--- config.mk ---
export PLATFORM = sky130hd
export DESIGN_NAME = voice_allocator_flat
export DESIGN_NICKNAME = d
export VERILOG_FILES = /design/src/rtl/voice_allocator_pkg.sv /design/src/rtl/voice_allocator_if.sv /design/src/rtl/voice_age_tracker.sv /design/src/rtl/voice_allocator.sv /design/src/flat_wrapper.sv
export SDC_FILE = /design/constraint.sdc
export NUM_CORES = 1
export LEC_CHECK = 0
export BUFFER_PORTS_ARGS = -buffer_cell sky130_fd_sc_hd__buf_4
export CAP_MARGIN = 10
export CORE_UTILIZATION = 50
export CTS_BUF_LIST = sky130_fd_sc_hd__clkbuf_8
export DETAILED_ROUTE_END_ITERATION = 10
export PLACE_DENSITY = 0.78
export SETUP_SLACK_MARGIN = 0.15
export SLEW_MARGIN = 30
export SYNTH_ARGS = -nofsm -noshare
export SYNTH_HDL_FRONTEND = slang
export SYNTH_SLANG_ARGS = --single-unit
--- constraint.sdc ---
create_clock -name sample_clock -period 11.3 [get_ports sample_clock]
set_input_delay 1.695 -clock sample_clock [delete_from_list [all_inputs] [get_ports sample_clock]]
set_output_delay 1.695 -clock sample_clock [all_outputs]
set_load 0.01 [all_outputs]
--- src/rtl/voice_allocator_pkg.sv ---
// voice_allocator_pkg: shared note width and allocator FSM state encoding
package voice_allocator_pkg;
    localparam int NOTE_W = 7;
    typedef enum logic [1:0] {IDLE, SCAN, APPLY, RETRIG} state_t;
endpackage

--- src/rtl/voice_allocator_if.sv ---
// voice_allocator_if: MIDI note event handshake into the allocator
interface voice_allocator_if;
    import voice_allocator_pkg::*;
    logic              evt_valid;
    logic              evt_ready;
    logic              evt_note_on;
    logic [NOTE_W-1:0] evt_note;
    modport master(output evt_valid, evt_note_on, evt_note, input evt_ready);
    modport slave(input evt_valid, evt_note_on, evt_note, output evt_ready);
endinterface

--- src/rtl/voice_age_tracker.sv ---
// voice_age_tracker: per-voice saturating ages and oldest-busy-voice query
module voice_age_tracker #(
    parameter int NUM_VOICES = 4,
    parameter int IDX_W      = 2
) (
    input  logic                  sample_clock,
    input  logic                  rst,
    input  logic                  clear,
    input  logic                  alloc,
    input  logic [IDX_W-1:0]      alloc_idx,
    input  logic [NUM_VOICES-1:0] gate,
    output logic [IDX_W-1:0]      oldest
);
    logic [IDX_W-1:0] age [NUM_VOICES];
    logic [IDX_W-1:0] best;
    logic             found;

    always_ff @(posedge sample_clock) begin
        if (rst || clear) begin
            for (int i = 0; i < NUM_VOICES; i++) age[i] <= '0;
        end else if (alloc) begin
            for (int i = 0; i < NUM_VOICES; i++)
                if (IDX_W'(i) == alloc_idx) age[i] <= '0;
                else if (gate[i] && age[i] != IDX_W'(NUM_VOICES - 1)) age[i] <= age[i] + 1'b1;
        end
    end

    // strict compare keeps the lowest index on equal ages
    always_comb begin
        oldest = '0;
        best   = '0;
        found  = 1'b0;
        for (int i = 0; i < NUM_VOICES; i++)
            if (gate[i] && (!found || age[i] > best)) begin
                found  = 1'b1;
                best   = age[i];
                oldest = IDX_W'(i);
            end
    end
endmodule

--- src/rtl/voice_allocator.sv ---
// voice_allocator: assigns MIDI note events to voices (reuse, free, or steal oldest)
module voice_allocator import voice_allocator_pkg::*; #(
    parameter int NUM_VOICES = 4,
    parameter int IDX_W      = $clog2(NUM_VOICES)
) (
    input  logic                         sample_clock,
    input  logic                         rst,
    voice_allocator_if.slave             evt,
    input  logic                         panic,
    output logic [NOTE_W*NUM_VOICES-1:0] voice_note,
    output logic [NUM_VOICES-1:0]        voice_gate,
    output logic [IDX_W:0]               busy_count
);
    state_t            state;
    logic [IDX_W-1:0]  scan_idx, match_idx, free_idx, tgt_idx, oldest, tgt;
    logic              match_found, free_found, ev_on;
    logic [NOTE_W-1:0] ev_note;
    logic [NOTE_W-1:0] note_r [NUM_VOICES];
    logic [NUM_VOICES-1:0] gate_nxt;

    function automatic logic [IDX_W:0] popcount(input logic [NUM_VOICES-1:0] g);
        popcount = '0;
        for (int i = 0; i < NUM_VOICES; i++) popcount = popcount + (IDX_W+1)'(g[i]);
    endfunction

    assign evt.evt_ready = state == IDLE && !panic && !rst;
    assign tgt = match_found ? match_idx : free_found ? free_idx : oldest;

    for (genvar v = 0; v < NUM_VOICES; v++) begin : g_pack
        assign voice_note[NOTE_W*v +: NOTE_W] = note_r[v];
    end

    voice_age_tracker #(.NUM_VOICES(NUM_VOICES), .IDX_W(IDX_W)) u_age (
        .sample_clock(sample_clock),
        .rst(rst),
        .clear(panic),
        .alloc(state == APPLY && ev_on),
        .alloc_idx(tgt),
        .gate(voice_gate),
        .oldest(oldest)
    );

    // retrigger and steal both drop the gate for one sample before RETRIG raises it
    always_comb begin
        gate_nxt = voice_gate;
        if (panic) gate_nxt = '0;
        else if (state == APPLY && ev_on) gate_nxt[tgt] = !match_found && free_found;
        else if (state == APPLY && match_found) gate_nxt[match_idx] = 1'b0;
        else if (state == RETRIG) gate_nxt[tgt_idx] = 1'b1;
    end

    always_ff @(posedge sample_clock) begin
        if (rst) begin
            state       <= IDLE;
            scan_idx    <= '0;
            match_idx   <= '0;
            free_idx    <= '0;
            tgt_idx     <= '0;
            match_found <= 1'b0;
            free_found  <= 1'b0;
            ev_on       <= 1'b0;
            ev_note     <= '0;
            voice_gate  <= '0;
            busy_count  <= '0;
            for (int i = 0; i < NUM_VOICES; i++) note_r[i] <= '0;
        end else begin
            voice_gate <= gate_nxt;
            busy_count <= popcount(gate_nxt);
            if (panic) state <= IDLE;
            else case (state)
                IDLE: if (evt.evt_valid) begin
                    state       <= SCAN;
                    scan_idx    <= '0;
                    match_found <= 1'b0;
                    free_found  <= 1'b0;
                    ev_on       <= evt.evt_note_on;
                    ev_note     <= evt.evt_note;
                end
                SCAN: begin
                    if (!match_found && voice_gate[scan_idx] && note_r[scan_idx] == ev_note) begin
                        match_found <= 1'b1;
                        match_idx   <= scan_idx;
                    end
                    if (!free_found && !voice_gate[scan_idx]) begin
                        free_found <= 1'b1;
                        free_idx   <= scan_idx;
                    end
                    scan_idx <= scan_idx + 1'b1;
                    state    <= scan_idx == IDX_W'(NUM_VOICES - 1) ? APPLY : SCAN;
                end
                APPLY: begin
                    tgt_idx <= tgt;
                    if (ev_on) note_r[tgt] <= ev_note;
                    state <= ev_on && (match_found || !free_found) ? RETRIG : IDLE;
                end
                RETRIG: state <= IDLE;
                default: state <= IDLE;
            endcase
        end
    end
endmodule

--- src/flat_wrapper.sv ---
// flat-port wrapper written by rule: the top's interface ports become plain ports
module voice_allocator_flat import voice_allocator_pkg::*;
#(
    parameter int NUM_VOICES = 4,
    parameter int IDX_W      = $clog2(NUM_VOICES)
)
  (sample_clock, rst, panic, voice_note, voice_gate, busy_count, evt_evt_valid, evt_evt_note_on, evt_evt_note, evt_evt_ready);
  voice_allocator_if evt_i ();
  input  logic sample_clock;
  input  logic rst;
  input  logic panic;
  output logic [NOTE_W*NUM_VOICES-1:0] voice_note;
  output logic [NUM_VOICES-1:0] voice_gate;
  output logic [IDX_W:0] busy_count;
  input wire logic [$bits(evt_i.evt_valid)-1:0] evt_evt_valid;
  input wire logic [$bits(evt_i.evt_note_on)-1:0] evt_evt_note_on;
  input wire logic [$bits(evt_i.evt_note)-1:0] evt_evt_note;
  output wire logic [$bits(evt_i.evt_ready)-1:0] evt_evt_ready;
  assign evt_i.evt_valid = evt_evt_valid;
  assign evt_i.evt_note_on = evt_evt_note_on;
  assign evt_i.evt_note = evt_evt_note;
  assign evt_evt_ready = evt_i.evt_ready;
  voice_allocator #(.NUM_VOICES(NUM_VOICES), .IDX_W(IDX_W)) u_core (.sample_clock(sample_clock), .rst(rst), .evt(evt_i), .panic(panic), .voice_note(voice_note), .voice_gate(voice_gate), .busy_count(busy_count));
endmodule
# After elaboration in Yosys (flattened, before gate mapping)

Memory sizes are Yosys's and may differ from the RTL's. A register that Yosys moved wholly into a read port is not among the register bits.
Cells that the tools add are included.
W data, S select, Z words.

Register bits after elaboration: 27
Memory bits (writable): 36
Input bits: 12
Output and inout port bits: 36
Memories kept: 2

Memory list:

| memory           | depth | width | rd ports | clocked after memory_dff | wr ports | line                    | text |
|---|---|---|---|---|---|---|---|
| u_core.note_r    | 4     | 7     | 5        | 1                        | 4        | voice_allocator.sv:18   | `logic [NOTE_W-1:0] note_r [NUM_VOICES];` |
| u_core.u_age.age | 4     | 2     | 4        | 0                        | 4        | voice_age_tracker.sv:14 | `logic [IDX_W-1:0] age [NUM_VOICES];` |

$add $sub $neg: 8
$lt $le $gt $ge: 10
Equality and inequality tests: 15
Muxes and demuxes: 93
Bitwise operators: 12
Reduce and logical (&&, ||, !) cells: 44

Operator list:

| cell                  | number |
|---|---|
| $mux W1               | 57 |
| $mux W2               | 22 |
| $logic_and A1 B1 Y1   | 19 |
| $mux W4               | 4 |
| $lt A2 B3 Y1 const B  | 4 |
| $reduce_and A3 Y1     | 4 |
| $add A2 B1 Y2 const B | 5 |
| $ne A2 B2 Y1 const B  | 5 |
| $logic_not A1 Y1      | 8 |
| $or A1 B1 Y1          | 8 |
| $pmux W2 S4           | 1 |
| $reduce_and A4 Y1     | 2 |
| $eq A7 B7 Y1          | 1 |
| $mux W7               | 1 |
| $reduce_or A7 Y1      | 1 |
| $add A3 B1 Y3         | 2 |
| $demux W1 S2          | 3 |
| $eq A2 B2 Y1 const B  | 3 |
| $ge A2 B1 Y1 const B  | 3 |
| $gt A2 B2 Y1          | 3 |
| $logic_or A1 B1 Y1    | 5 |
| $and A4 B4 Y4         | 1 |
| $bwmux W4             | 1 |
| $eq A2 B2 Y1 const A  | 2 |
| 14 further kinds      | 17 |

# Longest topological paths before layout

An unclocked memory read counts as a cell.

Depth after elaboration: 26
Gate-level depth with buffers: 28
Mapped depth without buffers: 27

# Hierarchy

Synthesis repeated with hierarchy kept, for this count alone.

Cell total of the unflattened synthesis: 347
Area total of the unflattened synthesis: 3483.3 um2

Modules (own cells, without submodules):

| module            | times used | cells an instance | area an instance (um2) | sequential area each (um2) |
|---|---|---|---|---|
| voice_allocator   | 1          | 272               | 2771.4                 | 1421.4 |
| voice_age_tracker | 1          | 75                | 711.9                  | 240.2 |

# Least setup slack after synthesis

Ideal clock, no wire load.

Path kind: reg2reg
Start point: register u_core.voice_gate[0]
End point: register u_core.busy_count[1]
Arrival: 5.113 ns
Path slack: 6.061 ns
Stages on the path, launching flop included: 26
Path through: dfxtp_1 buf_4 nand2_1 ha_1 nor2b_1 o21ai_1 a21oi_1 mux2_2 ha_1 and2b_1 a2bb2oi_2 o21ai_0 nand2_1 o21ai_0 ha_1 nor2b_1 o211ai_1 nand3_2 o311ai_4 a21bo_1 mux2_4 or3_1 fa_1 inv_1 ha_1 nor2b_1

Cells in the longest elaborated chain, start to end: 25

Ends and longest elaborated chain:

| element                                                 | line                    | text |
|---|---|---|
| start, declared                                         | voice_allocator.sv:11   | `output logic [NUM_VOICES-1:0] voice_gate,` |
| start signal, assigned                                  | voice_allocator.sv:67   | `voice_gate <= gate_nxt;` |
| $mux W2 / $mux W1 (equally long branches)               | voice_age_tracker.sv:34 | `if (gate[i] && (!found \|\| age[i] > best)) begin` |
| $gt A2 B2 Y1 / $logic_not A1 Y1 (equally long branches) | voice_age_tracker.sv:34 |  |
| $logic_or A1 B1 Y1                                      | voice_age_tracker.sv:34 |  |
| $logic_and A1 B1 Y1                                     | voice_age_tracker.sv:34 |  |
| $mux W2 / $mux W1 (equally long branches)               | voice_age_tracker.sv:34 |  |
| $gt A2 B2 Y1 / $logic_not A1 Y1 (equally long branches) | voice_age_tracker.sv:34 |  |
| $logic_or A1 B1 Y1                                      | voice_age_tracker.sv:34 |  |
| $logic_and A1 B1 Y1                                     | voice_age_tracker.sv:34 |  |
| [9 not listed]                                          | -                       |  |
| $mux W1 (implied by the code)                           | voice_allocator.sv:47   | `else if (state == APPLY && ev_on) gate_nxt[tgt] = !match_found && free_found;` |
| $demux W1 S2                                            | -                       |  |
| $bwmux W4                                               | voice_allocator.sv:47   |  |
| $mux W4 (*)                                             | voice_allocator.sv:47   |  |
| $mux W4 (*)                                             | voice_allocator.sv:46   | `if (panic) gate_nxt = '0;` |
| $add A1 B1 Y2                                           | voice_allocator.sv:23   | `for (int i = 0; i < NUM_VOICES; i++) popcount = popcount + (IDX_W+1)'(g[i]);` |
| $add A3 B1 Y3                                           | voice_allocator.sv:23   |  |
| $add A3 B1 Y3 (*)                                       | voice_allocator.sv:23   |  |
| end signal, assigned                                    | voice_allocator.sv:68   | `busy_count <= popcount(gate_nxt);` |
| end, declared                                           | voice_allocator.sv:12   | `output logic [IDX_W:0] busy_count` |

Every way passes the cells marked *; elsewhere a longest branch is shown, timed or not.
A chain may end at the register's enable or synchronous reset.

# Worst setup path in the final report

Start point: register u_core.voice_gate[0]
End point: register u_core.busy_count[1]

Cells in the longest elaborated chain, start to end: 25

Ends and longest elaborated chain:

| element                                                 | line                    | text |
|---|---|---|
| $mux W2 / $mux W1 (equally long branches)               | voice_age_tracker.sv:34 |  |
| $gt A2 B2 Y1 / $logic_not A1 Y1 (equally long branches) | voice_age_tracker.sv:34 |  |
| $logic_or A1 B1 Y1                                      | voice_age_tracker.sv:34 |  |
| $logic_and A1 B1 Y1                                     | voice_age_tracker.sv:34 |  |
| $mux W2 / $mux W1 (equally long branches)               | voice_age_tracker.sv:34 |  |
| $gt A2 B2 Y1 / $logic_not A1 Y1 (equally long branches) | voice_age_tracker.sv:34 |  |
| $logic_or A1 B1 Y1                                      | voice_age_tracker.sv:34 |  |
| $logic_and A1 B1 Y1                                     | voice_age_tracker.sv:34 |  |
| [9 not listed]                                          | -                       |  |
| $mux W1 (implied by the code)                           | voice_allocator.sv:47   |  |
| $demux W1 S2                                            | -                       |  |
| $bwmux W4                                               | voice_allocator.sv:47   |  |
| $mux W4 (*)                                             | voice_allocator.sv:47   |  |
| $mux W4 (*)                                             | voice_allocator.sv:46   |  |
| via u_core.gate_nxt[0]                                  | voice_allocator.sv:19   | `logic [NUM_VOICES-1:0] gate_nxt;` |
| $add A1 B1 Y2 (*)                                       | voice_allocator.sv:23   |  |
| $add A3 B1 Y3 (*) (2 in series)                         | voice_allocator.sv:23   |  |

The timed path passes the listed nets; every way through them passes the cells marked *.

==> results_dict.tcl <==
set metrics [dict create \
    avgRoutedWirePerCell_um 16.60 \
    hpwlAfterDp_um 5566 \
    first_pass_iters 7 \
    vias_per_cell 5.773 \
    synthesis.nets 372 \
    pwr-share-seq 0.533 \
    synthTopCellsByArea "edfxtp_1 32%, dfxtp_1 17%, nor2_1 5.7%" \
    crit_buf_inv 2 \
    die_area_um2 7169 \
    ys_seq_area_frac 0.4863 \
    power.internal_mw 0.3727 \
    worstHoldEndpoint "u_core.ev_note[4]" \
    syn-instance-count 346 \
    crit_path_max_fanout 12 \
    slew_viol_final 0 \
    drt_wl_total_um 7837 \
    crit_family "simple AND/OR/NAND/NOR gates" \
    syn_area_um2 3417 \
    cap_violations 0 \
    worstMarginPinSlew_ns 0.9422 \
    io_pins 48 \
    swShare 0.2424 \
    setup_viol 0 \
    fp.dieW_um 84.67 \
    hold_slack_ns 0.5057 \
    ctsResizeCount 0 \
    leakage_nw 1.633 \
    synth_flop_cell "edfxtp_1" \
    critPathLaunch "u_core.voice_gate[0]" \
    core_um2 6459 \
    synth_adder_area_share 0.05346 \
    drt-met1-wl_um 3409 \
    grt_pass1_vias 2534 \
    vdd_drop_max_uv 97.59 \
    clock_latency_ns 0.35 \
    drc_errors 0 \
    placed_area_um2 3806 \
    cts-root-buf "clkbuf_8" \
    cts_tree "done" \
    whs_path_depth 2 \
    finalCritPeriodShare 0.5432 \
    slowest_delay_ns 0.57 \
    antennaDiodeCount 0 \
    post_cts_buffers 0 \
    cpMostUsedCell "ha_1" \
    area_growth_syn_to_layout_pct 17.14 \
    overflow 0 \
    multi_input_area_um2 1618 \
    ys_seq_elements 65 \
    portBuffers 47 \
    dr.first_iter.drc_count 212 \
    final-seq-area_um2 1662 \
    clockBufferDepth 2 \
    reg2reg_depth 26 \
    synth_xor_area_frac 0.01794 \
    finish.instance_area_um2 4003 \
    p_switching_mw 0.1193 \
    power_mw 0.4920 \
    yosysTopAreaCell "edfxtp_1" \
    clkSinkCount 65 \
    p_per_area_nw_per_um2 122.9 \
    fill_cells 523 \
    cts_max_level 3 \
    cp.required_ns 11.52 \
    dr.max_layer_used "met4" \
    dr_wl_met3_um 451 \
    drive_gt1_frac 0.2000 \
    synthArstFlopShare 0 \
    fin_nets 416 \
    dieHeight_um 84.67 \
    wl_met2_um 3809 \
    synth_most_common_cell "nor2_1" \
    endpoint_kind "register" \
    crit-reg2reg-launch "u_core.voice_gate[0]" \
    setup_tns_ns 0 \
    outcome "finished, final reports clean" \
    cts-hold-fix-buffers 0 \
    yosys.area_share.simple 0.2076 \
    r2r_setup_slack_ns 5.16 \
    clkPwrFrac 0.384 \
    synth_top_family_by_area "simple AND/OR/NAND/NOR gates" \
    synth_common_cells "52 x nor2_1, 39 x nand2_1, 36 x edfxtp_1" \
    finalCriticalPeriod_ns 6.138 \
    max_freq_ghz 0.1629 \
    grt_first_pass_wirelength_um 12500 \
    numCtsBuffers 9 \
    antenna_left 0 \
    synth_compound_area_frac 0.1102 \
    finalHoldViolCount 0 \
    hp-class "register to register" \
    crit_path_start_kind "register" \
    gp_congestion 0.9311 \
    antenna_found_initial 0 \
    dr_total_vias 2725 \
    critPathKind "register to register" \
    initial_utilization 0.5291 \
    synth-edff-count 36 \
    synth.yosys.warnings 0 \
    ys_types 55 \
    avgSynthCellArea_um2 9.876 \
    crit_arrival_ns 6.36 \
    clk_pin_slew_ns 0.07 \
    comb_power_share 0.084 \
    skew_ns 0.006729 \
    r2r-end "u_core.busy_count[1]" \
    fp-row-count 29 \
    worst_path_max_delay_cell "dfxtp_1" \
    grt_setup_unrepaired "false" \
    grt_use_total 0.2288 \
    yosysTopAreaCellShare 0.3164 \
    max_slew_margin 0.3695 \
    synthMuxAreaShare 0.08166 \
    grt_max_degree 28 \
    hold_path.startpoint "u_core.ev_note[4]" \
]
-- tightest hold or removal path, delay by kind of cell, from the launching register on --
kind	cells	cell delay [ns]
AO/OA/AOI/OAI	1	0.06
flip-flops	1	0.34
AND/OR/NAND/NOR	1	0.07
-- routing by layer --
metal  up-vias  GRT usage
li1       1322          -
met1      1289     0.3129
met2        99     0.3511
met3        15    0.04621
met4         0     0.1079
met5         -          0
-- worst max-delay path by stage --
stage | end | slack (ns) | depth (start not counted)
3_5_place_dp | u_core.busy_count[1] | 5.20 | 26
4_1_cts | u_core.busy_count[1] | 5.18 | 26
3_3_place_gp | u_core.busy_count[1] | 5.50 | 26
2_1_floorplan | u_core.busy_count[1] | 6.06 | 25
5_1_grt | u_core.busy_count[1] | 4.62 | 25
6_report | u_core.busy_count[1] | 5.16 | 26
-- cells by family after synthesis --
logic type | count (synthesis)
multiplexers | 23
adder cells (fa/ha/maj) | 14
buffers and inverters | 37
XOR/XNOR | 7
AO/OA/AOI/OAI | 54
AND/OR/NAND/NOR | 146
flip-flops | 65
-- state kept, by name (all words and copies together), names as in the netlist, 2 cells and up, named ones only --
| signal | count |
|---|---|
| u_core.note_r | 28 |
| u_core.u_age.age | 8 |
| u_core.ev_note | 7 |
| u_core.voice_gate | 4 |
| u_core.busy_count | 3 |
| u_core.free_idx | 2 |
| u_core.match_idx | 2 |
| u_core.scan_idx | 2 |
| u_core.state | 2 |
| u_core.tgt_idx | 2 |
-- cell type report --
type / instances / share of cell area
flip-flops and latches: 65 / 0.4151
multi-input cells: 244 / 0.4042
repair buffers: 47 / 0.08815
clock buffers: 9 / 0.03095
well taps: 77 / 0.02407
inverters: 23 / 0.02157
clock inverters: 7 / 0.01594
-- per-stage QoR --
stage	utilization	instances	setup WS (ns)
after floorplan	-	346	6.061
after global placement	0.5893	456	5.496
after detailed placement	0.5893	456	5.200
after CTS	0.6184	472	5.177
after global routing	0.6197	472	4.620
final	0.6197	472	5.162
-- power by group through the flow --
stage	sequential (mW)	combinational [mW]	clock (mW)
finish	0.262	0.0413	0.189
global placement	0.267	0.0393	0
detailed placement	0.267	0.0405	0
CTS	0.262	0.0408	0.188
global route	0.263	0.0447	0.200
floorplan	0.266	0.0246	0
-- placed cells by master (no fill, tap or decap), types with 2 or more instances in the layout --
cell and instances:
nor2_1 52, buf_4 47, nand2_1 39, edfxtp_1 36, dfxtp_1 29, inv_1 25
a21oi_1 16, mux2i_1 14, ha_1 13, o21ai_0 12, nor3_1 10, clkbuf_8 9
nor2b_1 6, mux2_2 5, nand3b_1 5, nand2b_1 5, nand4b_1 5, xnor2_1 5
nand3_1 4, or3_1 3, nor3b_1 3, o21bai_1 3, mux4_2 3, nand4_1 3
a211oi_1 3, and2_1 2, o221ai_1 2, a31oi_1 2, or2_2 2, a22oi_1 2
xor2_1 2, clkinv_2 2
Note: power is estimated with default switching activity, not from simulation.
